==> config.mk <==
export PLATFORM = sky130hd
export DESIGN_NAME = wb_commit_unit_flat
export DESIGN_NICKNAME = d
export VERILOG_FILES = /design/src/rtl/wb_commit_unit_pkg.sv /design/src/rtl/wb_commit_unit_if.sv /design/src/rtl/wb_commit_unit_hilo_reg.sv /design/src/rtl/wb_commit_unit.sv /design/src/flat_wrapper.sv
export SDC_FILE = /design/constraint.sdc
export NUM_CORES = 1
export LEC_CHECK = 0
export CAP_MARGIN = 10
export CORE_ASPECT_RATIO = 0.5
export CORE_MARGIN = 2
export CORE_UTILIZATION = 37
export CTS_CLUSTER_DIAMETER = 40
export DETAILED_ROUTE_END_ITERATION = 16
export PLACE_DENSITY = 0.78
export SLEW_MARGIN = 20
export SYNTH_ARGS = -nofsm -noshare
export SYNTH_HDL_FRONTEND = slang
export SYNTH_HIERARCHICAL = 1
export SYNTH_SLANG_ARGS = --single-unit
==> constraint.sdc <==
create_clock -name clk -period 2.2 [get_ports clk]
set_input_delay 0.66 -clock clk [delete_from_list [all_inputs] [get_ports clk]]
set_output_delay 0.66 -clock clk [all_outputs]
set_load 0.05 [all_outputs]
==> src/rtl/wb_commit_unit_pkg.sv <==
// -----------------------------------------------------------------------------
// wb_commit_unit_pkg
// Shared definitions for the writeback commit slice:
//   WORD_LEN      - datapath width (matches `WORD_LEN in defines.v)
//   REG_ADDR_LEN  - register-file address width (matches `REG_FILE_ADDR_LEN)
//   wb_state_t    - commit FSM encoding (WB_IDLE, WB_MUL_HI)
//   wb_select     - writeback data priority mux for a single-destination op
// -----------------------------------------------------------------------------
package wb_commit_unit_pkg;

   localparam int WORD_LEN     = 32;
   localparam int REG_ADDR_LEN = 5;

   typedef enum logic {
      WB_IDLE   = 1'b0,
      WB_MUL_HI = 1'b1
   } wb_state_t;

   // Multiply low word wins over load data, which wins over the compare flag.
   // A compare result is the sign bit of the ALU subtraction, zero-extended.
   function automatic logic [WORD_LEN-1:0] wb_select(
      input logic                mul_en,
      input logic                mem_r_en,
      input logic                comp_en,
      input logic [WORD_LEN-1:0] alu_res,
      input logic [WORD_LEN-1:0] mem_val
   );
      if (mul_en)
         return alu_res;
      else if (mem_r_en)
         return mem_val;
      else if (comp_en)
         return {{(WORD_LEN-1){1'b0}}, alu_res[WORD_LEN-1]};
      else
         return alu_res;
   endfunction

endpackage

==> src/rtl/wb_commit_unit_if.sv <==
// -----------------------------------------------------------------------------
// wb_commit_if
// Bundles the MEM/WB register outputs consumed by the commit unit together with
// everything the unit drives (register-file write port, HI/LO, stall, bypass).
//   master - MEM/WB side / surrounding pipeline: drives *_in, observes results
//   slave  - wb_commit_unit: consumes *_in, drives rf_*, hi_q/lo_q, stall, fwd_*
// -----------------------------------------------------------------------------
interface wb_commit_if;
   import wb_commit_unit_pkg::*;

   // MEM/WB register outputs
   logic                    wb_en_in;
   logic                    mem_r_en_in;
   logic                    mul_en_in;
   logic                    comp_en_in;
   logic [REG_ADDR_LEN-1:0] dest_in;
   logic [WORD_LEN-1:0]     alu_res_in;
   logic [WORD_LEN-1:0]     mem_read_val_in;
   logic [WORD_LEN-1:0]     high_in;

   // Register-file write port and architectural state
   logic                    rf_we;
   logic [REG_ADDR_LEN-1:0] rf_waddr;
   logic [WORD_LEN-1:0]     rf_wdata;
   logic [WORD_LEN-1:0]     hi_q;
   logic [WORD_LEN-1:0]     lo_q;
   logic                    stall;

   // Registered bypass to the forwarding unit
   logic                    fwd_valid;
   logic [REG_ADDR_LEN-1:0] fwd_dest;
   logic [WORD_LEN-1:0]     fwd_data;

   modport master (
      output wb_en_in, mem_r_en_in, mul_en_in, comp_en_in,
             dest_in, alu_res_in, mem_read_val_in, high_in,
      input  rf_we, rf_waddr, rf_wdata, hi_q, lo_q, stall,
             fwd_valid, fwd_dest, fwd_data
   );

   modport slave (
      input  wb_en_in, mem_r_en_in, mul_en_in, comp_en_in,
             dest_in, alu_res_in, mem_read_val_in, high_in,
      output rf_we, rf_waddr, rf_wdata, hi_q, lo_q, stall,
             fwd_valid, fwd_dest, fwd_data
   );

endinterface

==> src/rtl/wb_commit_unit_hilo_reg.sv <==
// -----------------------------------------------------------------------------
// wb_hilo_reg
// Architectural HI/LO register pair, loaded together when a multiply commits.
//   clk, rst      - clock, synchronous active-high reset (clears both to 0)
//   load          - capture hi_d/lo_d on this edge
//   hi_d, lo_d    - next HI / LO values
//   hi_q, lo_q    - current HI / LO values
// -----------------------------------------------------------------------------
module wb_hilo_reg #(
   parameter int WIDTH = 32
) (
   input  logic             clk,
   input  logic             rst,
   input  logic             load,
   input  logic [WIDTH-1:0] hi_d,
   input  logic [WIDTH-1:0] lo_d,
   output logic [WIDTH-1:0] hi_q,
   output logic [WIDTH-1:0] lo_q
);

   // NOTE: sequential state uses non-blocking assignments so every flop samples
   // its inputs from before the edge, independent of block ordering.
   always_ff @(posedge clk) begin
      if (rst) begin
         hi_q <= '0;
         lo_q <= '0;
      end else if (load) begin
         hi_q <= hi_d;
         lo_q <= lo_d;
      end
   end

endmodule

==> src/rtl/wb_commit_unit.sv <==
// -----------------------------------------------------------------------------
// wb_commit_unit
// Writeback-side consumer of the MEM/WB register. Selects the writeback value,
// drives the single register-file write port, keeps HI/LO, and splits a
// multiply (two destinations) over two cycles, stalling the pipe for the extra
// one.
//   clk  - clock
//   rst  - synchronous active-high reset
//   bus  - wb_commit_if.slave: MEM/WB inputs, rf write port, hi_q/lo_q,
//          stall to the hazard unit, fwd_* registered bypass
// Build option: define WB_FWD_EN to register each committed write onto fwd_*
// one cycle later; otherwise fwd_* are tied to 0.
// -----------------------------------------------------------------------------
module wb_commit_unit
   import wb_commit_unit_pkg::*;
(
   input  logic         clk,
   input  logic         rst,
   wb_commit_if.slave   bus
);

   wb_state_t               state, state_nxt;
   logic [WORD_LEN-1:0]     pend_data;
   logic [REG_ADDR_LEN-1:0] pend_dest;

   logic                    mul_accept;
   logic                    rf_we;
   logic [REG_ADDR_LEN-1:0] rf_waddr;
   logic [WORD_LEN-1:0]     rf_wdata;
   logic                    stall;

   // State register and the pending high-word write of an accepted multiply.
   always_ff @(posedge clk) begin
      if (rst) begin
         state     <= WB_IDLE;
         pend_data <= '0;
         pend_dest <= '0;
      end else begin
         state <= state_nxt;
         if (mul_accept) begin
            pend_data <= bus.high_in;
            // High word goes to the next register up; r31 wraps to r0, whose
            // write is then suppressed.
            pend_dest <= bus.dest_in + REG_ADDR_LEN'(1);
         end
      end
   end

   // NOTE: every output of this block gets a default first, so no path leaves
   // a signal unassigned and no latch is inferred.
   always_comb begin
      state_nxt  = state;
      mul_accept = 1'b0;
      rf_we      = 1'b0;
      rf_waddr   = '0;
      rf_wdata   = '0;
      stall      = 1'b0;

      if (!rst) begin
         unique case (state)
            WB_IDLE: begin
               rf_we    = bus.wb_en_in && (bus.dest_in != '0);
               rf_waddr = bus.dest_in;
               rf_wdata = wb_select(bus.mul_en_in, bus.mem_r_en_in,
                                    bus.comp_en_in, bus.alu_res_in,
                                    bus.mem_read_val_in);
               if (bus.wb_en_in && bus.mul_en_in) begin
                  mul_accept = 1'b1;
                  stall      = 1'b1;
                  state_nxt  = WB_MUL_HI;
               end
            end
            WB_MUL_HI: begin
               // Inputs are a frozen copy of the multiply; only the captured
               // high word is committed here.
               rf_we     = (pend_dest != '0);
               rf_waddr  = pend_dest;
               rf_wdata  = pend_data;
               state_nxt = WB_IDLE;
            end
            default: state_nxt = WB_IDLE;
         endcase
      end
   end

   assign bus.rf_we    = rf_we;
   assign bus.rf_waddr = rf_waddr;
   assign bus.rf_wdata = rf_wdata;
   assign bus.stall    = stall;

   wb_hilo_reg #(
      .WIDTH (WORD_LEN)
   ) u_hilo (
      .clk  (clk),
      .rst  (rst),
      .load (mul_accept),
      .hi_d (bus.high_in),
      .lo_d (bus.alu_res_in),
      .hi_q (bus.hi_q),
      .lo_q (bus.lo_q)
   );

`ifdef WB_FWD_EN
   logic                    fwd_valid_q;
   logic [REG_ADDR_LEN-1:0] fwd_dest_q;
   logic [WORD_LEN-1:0]     fwd_data_q;

   // Replays the last committed write for a register file that cannot bypass
   // a same-cycle read-during-write; dest/data hold when nothing is written.
   always_ff @(posedge clk) begin
      if (rst) begin
         fwd_valid_q <= 1'b0;
         fwd_dest_q  <= '0;
         fwd_data_q  <= '0;
      end else begin
         fwd_valid_q <= rf_we;
         if (rf_we) begin
            fwd_dest_q <= rf_waddr;
            fwd_data_q <= rf_wdata;
         end
      end
   end

   assign bus.fwd_valid = fwd_valid_q;
   assign bus.fwd_dest  = fwd_dest_q;
   assign bus.fwd_data  = fwd_data_q;
`else
   assign bus.fwd_valid = 1'b0;
   assign bus.fwd_dest  = '0;
   assign bus.fwd_data  = '0;
`endif

endmodule
==> src/flat_wrapper.sv <==
// flat-port wrapper written by rule: the top's interface ports become plain ports
module wb_commit_unit_flat import wb_commit_unit_pkg::*;
  (clk, rst, bus_wb_en_in, bus_mem_r_en_in, bus_mul_en_in, bus_comp_en_in, bus_dest_in, bus_alu_res_in, bus_mem_read_val_in, bus_high_in, bus_rf_we, bus_rf_waddr, bus_rf_wdata, bus_hi_q, bus_lo_q, bus_stall, bus_fwd_valid, bus_fwd_dest, bus_fwd_data);
  wb_commit_if bus_i ();
  input  logic clk;
  input  logic rst;
  input wire logic [$bits(bus_i.wb_en_in)-1:0] bus_wb_en_in;
  input wire logic [$bits(bus_i.mem_r_en_in)-1:0] bus_mem_r_en_in;
  input wire logic [$bits(bus_i.mul_en_in)-1:0] bus_mul_en_in;
  input wire logic [$bits(bus_i.comp_en_in)-1:0] bus_comp_en_in;
  input wire logic [$bits(bus_i.dest_in)-1:0] bus_dest_in;
  input wire logic [$bits(bus_i.alu_res_in)-1:0] bus_alu_res_in;
  input wire logic [$bits(bus_i.mem_read_val_in)-1:0] bus_mem_read_val_in;
  input wire logic [$bits(bus_i.high_in)-1:0] bus_high_in;
  output wire logic [$bits(bus_i.rf_we)-1:0] bus_rf_we;
  output wire logic [$bits(bus_i.rf_waddr)-1:0] bus_rf_waddr;
  output wire logic [$bits(bus_i.rf_wdata)-1:0] bus_rf_wdata;
  output wire logic [$bits(bus_i.hi_q)-1:0] bus_hi_q;
  output wire logic [$bits(bus_i.lo_q)-1:0] bus_lo_q;
  output wire logic [$bits(bus_i.stall)-1:0] bus_stall;
  output wire logic [$bits(bus_i.fwd_valid)-1:0] bus_fwd_valid;
  output wire logic [$bits(bus_i.fwd_dest)-1:0] bus_fwd_dest;
  output wire logic [$bits(bus_i.fwd_data)-1:0] bus_fwd_data;
  assign bus_i.wb_en_in = bus_wb_en_in;
  assign bus_i.mem_r_en_in = bus_mem_r_en_in;
  assign bus_i.mul_en_in = bus_mul_en_in;
  assign bus_i.comp_en_in = bus_comp_en_in;
  assign bus_i.dest_in = bus_dest_in;
  assign bus_i.alu_res_in = bus_alu_res_in;
  assign bus_i.mem_read_val_in = bus_mem_read_val_in;
  assign bus_i.high_in = bus_high_in;
  assign bus_rf_we = bus_i.rf_we;
  assign bus_rf_waddr = bus_i.rf_waddr;
  assign bus_rf_wdata = bus_i.rf_wdata;
  assign bus_hi_q = bus_i.hi_q;
  assign bus_lo_q = bus_i.lo_q;
  assign bus_stall = bus_i.stall;
  assign bus_fwd_valid = bus_i.fwd_valid;
  assign bus_fwd_dest = bus_i.fwd_dest;
  assign bus_fwd_data = bus_i.fwd_data;
  wb_commit_unit u_core (.clk(clk), .rst(rst), .bus(bus_i));
endmodule
==> results of run 1 <==
[state kept, by name, indices dropped and copies added (netlist names)]
signal and cells:
u_core/u_hilo/lo_q 32, u_core/state 1, u_core/pend_dest 5, u_core/u_hilo/hi_q 32
u_core/pend_data 32
[where the power goes]
part           internal (mW)  leakage, nW  switching (mW)  total (mW)
clock                   1.02        0.154           0.722        1.75
combinational          0.802         2.67            1.02        1.82
sequential              1.92        0.831          0.0467        1.97
total                   3.75         3.66            1.78        5.53
[cell type report]
cell class / count / area [sq um] / share of cell area, %
multi-input cells: 395 / 3390 / 36.6
repair buffers: 278 / 3290 / 35.4
flip-flops and latches: 102 / 2050 / 22.0
clock buffers: 10 / 239 / 2.58
well taps: 170 / 213 / 2.29
clock inverters: 6 / 85.1 / 0.917
inverters: 3 / 16.3 / 0.175
[cell families after synthesis]
| logic type | count (synthesis) |
|---|---|
| AND/OR/NAND/NOR | 209 |
| multiplexers | 71 |
| buffers and inverters | 86 |
| flip-flops | 102 |
| other | 1 |
| XOR/XNOR | 3 |
| AO/OA/AOI/OAI | 72 |
| adder cells (fa/ha/maj) | 2 |
[final timing paths]
path / to / cells after the start
worst max-delay path: bus_rf_wdata[25] / 8
worst min-delay path: u_core/pend_data[8] / 2
worst max register to register: u_core/u_hilo/hi_q[11] / 9
worst min register to register: u_core/pend_data[8] / 2
[layer usage]
metal	wire (um)	vias to the layer above
met1	7510	2393
met3	1100	49
met5	11	-
met4	736	2
met2	9970	209
li1	-	2298
[cells in the mapped netlist (all sizes together)]
cell	instances
mux2i	71
o21bai	1
dfxtp	102
clkbuf	17
nor3b	2
nand2b	31
buf	66
ha	2
a211oi	2
a21oi	2
a221oi	33
nor2b	32
nor2	75
a311oi	1
o21ai	31
conb	1
inv	3
nor4bb	3
a21o	2
nand3	2
xnor2	3
nor3	32
or4b	1
nand2	31
[repair_timing]
action / 4_1_cts / 5_1_grt
endpoints found under the setup margin: 47 / 48
endpoints found under the hold margin: 0 / 0
hold buffers: 0 / 0
buffers inserted: 9 / 6
gates resized for setup: 107 / 41
pin swaps: 66 / 19
cloned: 7 / 2
[worst reg2reg max path: cells and delay by family (launching register included)]
family | cells | cell delay (ps)
buf+inv | 6 | 950
mux | 1 | 300
simple gates | 2 | 410
flops | 1 | 380
==> impl_metrics.csv, run 1 <==
group,metric,value,unit
run_status,outcome,"finished, violations left",
run_status,violations,"DRC, setup timing",
worst_setup_path,r2r_slack,50,ps
layout,layout_commonest_cell,"clkdlybuf4s50_1",
floorplan,chipWidth,167,um
logic_synthesis,netlist_instances,546,
timing,period_share,118,%
worst_setup_path,r2r_start,"u_core/state",
worst_setup_path,cp_data_required_time,1540,ps
floorplan,rows,29,
run,maxCapViolCount,0,
global_route,grt_max_degree,44,
logic_synthesis,synth_compound_area_share,10.3,%
detailed_routing,routed-via-count,4951,
worst_setup_path,crit_start,"bus_mul_en_in",
worst_setup_path,critPathKind,"primary input to output port",
worst_setup_path,path_cells,"buf_8 > o21bai_4 > buf_12 > buf_16 > a221oi_2 > buf_4 > nor3_4 > buf_12",
floorplan,die_h,85.7,um
timing,rsz0062_at_grt,"true",
layout,areaGrowthSynthToFinish,88.0,%
logic_synthesis,synth_top_family_by_area,"simple AND/OR/NAND/NOR gates",
timing,fmax,386,MHz
global_route,met3_usage,5.21,%
power,leakagePower,3.66,nW
logic_synthesis,synth_area,0.00494,sq mm
worst_setup_path,arrival,1930,ps
timing,setup_tns,-9410,ps
worst_setup_path,cp-end-kind,"output port",
worst_setup_path,critical_path_buf_inv_count,5,
power,total_power,5.53,mW
worst_hold_path,min_path_type,"flop to flop",
clock_tree,cts_tree,"yes",
placement,pre_cts_slack,-768,ps
clock_tree,clk_pin_slew_worst_paths,70,ps
floorplan,core,0.0128,sq mm
layout,drive_gt1_share,29.3,%
timing,setup_viol,35,
logic_synthesis,synthAdderAreaFrac,0.507,%
clock_tree,clockRootBuffer,"clkbuf_16",
layout,final_cell_mix,"clkdlybuf4s50_1, dfxtp_1, nor2_1, mux2i_1, buf_4",
layout,design_area,0.00928,sq mm
detailed_routing,drc,11,
layout,nFillCells,825,
layout,num-nets-final,898,
logic_synthesis,synthTopCellsByArea,"dfxtp_1, mux2i_1, a221oi_1",
detailed_routing,drt-pass1-iter-count,11,
global_route,grt_util_met1,29.5,%
logic_synthesis,yosys.area_share.xor_xnor,0.532,%
logic_synthesis,synth.top_cell.area_share,41.4,%
timing,timing.slew.headroom,63.2,%
detailed_routing,drt-initial-drc-count,232,
global_route,antenna_found_initial,1,
placement,gp_congestion,0.862,
logic_synthesis,synth-seq-cells,102,
placement,dp_cells,947,
worst_setup_path,max_stage_delay,280,ps
timing,hold_violations,0,
clock_tree,clock-sinks,102,
worst_setup_path,cp_common_cell,"buf_12",
global_route,grt_remaining_overflow,0,
logic_synthesis,synth_seq_area_share,41.4,%
global_route,met2_usage,45.6,%
logic_synthesis,syn_area_per_cell,9.04,sq um
power,power_density,596,mW/mm^2
worst_hold_path,min_from,"u_core/pend_data[8]",
global_route,grt_pass1_wl,28.2,mm
detailed_routing,routed_wirelength,19.3,mm
layout,final_util,72.2,%
floorplan,initial_core_util,38.4,%
worst_setup_path,slowest_stage,"a221oi_2",
layout,n_antenna_cell,0,
clock_tree,htreeDepth,3,
global_route,grt.busiest_layer,"met2",
layout,final_cells,964,
detailed_routing,wire_per_inst,20.1,um
logic_synthesis,ys_types,31,
placement,numPortBuffers,209,
timing,setup_ws,-391,ps
clock_tree,clock_latency,340,ps
logic_synthesis,synth_area_leader_cell,"dfxtp_1",
global_route,grt_pass1_vias,5053,
timing,hold_ws,476,ps
timing,worst_slew_pin_slew,550,ps
worst_setup_path,critPathTopFamily,"buffers and inverters",
detailed_routing,via_per_inst,5.14,
logic_synthesis,synthSimpleGateAreaFrac,21.0,%
logic_synthesis,synth_mux_area_share,14.4,%
clock_tree,cts_buffer_depth,2,
clock_tree,cts_buffers,9,
floorplan,dieArea,0.0143,sq mm
timing,clock_skew,6.21,ps
worst_setup_path,start_kind,"primary input",
placement,placed_cell_area,0.00819,sq mm
detailed_routing,antenna_left,0,
logic_synthesis,yosys_warnings,6,
timing,slew_violations,0,
worst_setup_path,crit_fanout,8,
placement,dp_hpwl,11.7,mm
power,irDropWorstVdd,0.419,mV
floorplan,ios,248,
global_route,grt.total_usage,25.5,%
timing,period_minus_slack,2590,ps
No activity file was read; power rests on OpenSTA's default activity.
==> inputs of run 2 (changes only) <==
CORE_ASPECT_RATIO = 0.75   (was 0.5)
==> run 2 against run 1 <==
The flow finishes with violations (setup timing). Clock power is 10% lower. Via count is 3.6% lower. Sequential cell count stayed put. Global-route usage is 1.8 points lower. Critical path depth stayed put. Hold slack better by 1.8 ps. Sequential power hardly changed. Routed wire length is 5.2% lower. Sequential share of layout area is 0.15 points higher.
==> impl_metrics.csv, run 2 (synthesized netlist as in run 1, its figures left out) <==
group,metric,value,unit
run_status,outcome,"finished, violations left",
run_status,violations,"setup timing",
detailed_routing,drt-pass1-iter-count,4,
floorplan,chipWidth,137,um
detailed_routing,drc,0,
floorplan,die_h,104,um
worst_setup_path,cp-end-kind,"output port",
timing,period_share,118,%
timing,hold_ws,478,ps
clock_tree,clk_pin_slew_worst_paths,70,ps
global_route,grt_max_degree,38,
clock_tree,cts_buffers,9,
layout,num-nets-final,913,
timing,timing.slew.headroom,64.0,%
clock_tree,clockRootBuffer,"clkbuf_16",
power,power_density,582,mW/mm^2
detailed_routing,routed-via-count,4772,
timing,setup_ws,-387,ps
global_route,grt_remaining_overflow,0,
clock_tree,cts_tree,"yes",
placement,dp_hpwl,12.5,mm
timing,setup_viol,36,
timing,clock_skew,4.13,ps
detailed_routing,drt-initial-drc-count,226,
worst_hold_path,min_path_type,"flop to flop",
timing,rsz0062_at_grt,"true",
timing,slew_violations,0,
timing,period_minus_slack,2590,ps
floorplan,ios,248,
layout,drive_gt1_share,29.9,%
timing,worst_slew_pin_slew,539,ps
layout,final_cells,980,
power,leakagePower,3.70,nW
clock_tree,cts_buffer_depth,2,
timing,fmax,386,MHz
worst_setup_path,critPathKind,"primary input to output port",
placement,numPortBuffers,209,
floorplan,dieArea,0.0143,sq mm
clock_tree,clock_latency,330,ps
worst_setup_path,crit_fanout,8,
layout,largestRegisters,"u_core/pend_data x32, u_core/u_hilo/hi_q x32, u_core/u_hilo/lo_q x32",
clock_tree,htreeDepth,3,
layout,final_util,70.7,%
placement,dp_cells,950,
global_route,grt.total_usage,23.7,%
placement,gp_congestion,0.851,
layout,areaGrowthSynthToFinish,86.4,%
layout,n_antenna_cell,0,
detailed_routing,antenna_left,0,
floorplan,core,0.0130,sq mm
floorplan,rows,36,
global_route,antenna_found_initial,0,
layout,nFillCells,898,
detailed_routing,via_per_inst,4.87,
detailed_routing,routed_wirelength,18.3,mm
global_route,grt_pass1_wl,26.2,mm
worst_setup_path,start_kind,"primary input",
detailed_routing,wire_per_inst,18.7,um
layout,layout_commonest_cell,"clkdlybuf4s50_1",
run,maxCapViolCount,0,
placement,pre_cts_slack,-938,ps
worst_setup_path,cp_data_required_time,1540,ps
worst_setup_path,arrival,1930,ps
timing,hold_violations,0,
floorplan,initial_core_util,37.9,%
layout,final_cell_mix,"clkdlybuf4s50_1, dfxtp_1, buf_4, mux2i_1, nor2_1",
power,irDropWorstVdd,0.435,mV
clock_tree,clock-sinks,102,
global_route,grt_pass1_vias,4746,
clock_tree,holdBufCountCts,0,
## run 2: changes by cell type in the layout (fill, tap and decap cells not counted), sizes merged
cell           previous run  this run
clkbuf                   13        11
buf                     125       138
bufbuf                    1         0
clkdlybuf4s50           131       135
bufinv                    2         0
inv                       3         5
clkinvlp                  2         3
## run 2: worst paths after layout
check	startpoint	end	slack [ps]	depth (start not counted)
worst max-delay path	bus_mul_en_in	bus_rf_wdata[4]	-390	8
worst min-delay path	u_core/pend_data[8]	u_core/pend_data[8]	480	2
worst max register to register	u_core/state	u_core/u_hilo/lo_q[7]	140	7
worst min register to register	u_core/pend_data[8]	u_core/pend_data[8]	480	2
## run 2: metrics by stage
stage                     power, mW  area [sq um]  setup TNS (ps)
after floorplan                2.95          5540           -2810
after global placement         3.59          8130          -61390
after detailed placement       3.61          8130          -66460
after CTS                      5.32          9000          -10640
after global routing           5.54          9210          -12110
final                          5.36          9210          -10690
## run 2: per-layer routing
metal  global-route usage, %  wire, um
met5                       0         0
met4                    5.74       191
met3                    5.21       988
met2                    38.8      9000
met1                    31.8      8140
## run 2: repair_timing
action                                  4_1_cts  5_1_grt
resized for setup                            95       43
setup buffers                                10        5
gates cloned                                  6        0
pin swaps                                    44       37
endpoints found under the setup margin      112       53
## run 2: cell type report
type	count	area (sq um)	area share, %
clock buffer	9	225	2.45
clock inverter	7	70.1	0.761
inverter	3	16.3	0.177
multi-input combinational	395	3320	36.1
sequential	102	2040	22.2
tap	171	214	2.32
timing repair buffer	293	3320	36.0
## run 2: report_power, final
| group | internal (mW) | total [mW] | switching, mW |
|---|---|---|---|
| clock | 0.796 | 1.57 | 0.778 |
| combinational | 0.812 | 1.82 | 1.00 |
| sequential | 1.92 | 1.97 | 0.0473 |
| total | 3.53 | 5.36 | 1.83 |
## run 2: critical path, cell delays in order
cell and delay (ps):
buf_8 110, o21bai_4 180, buf_12 150, buf_12 150, a221oi_4 300, buf_4 170, nor3_4 40, buf_12 160
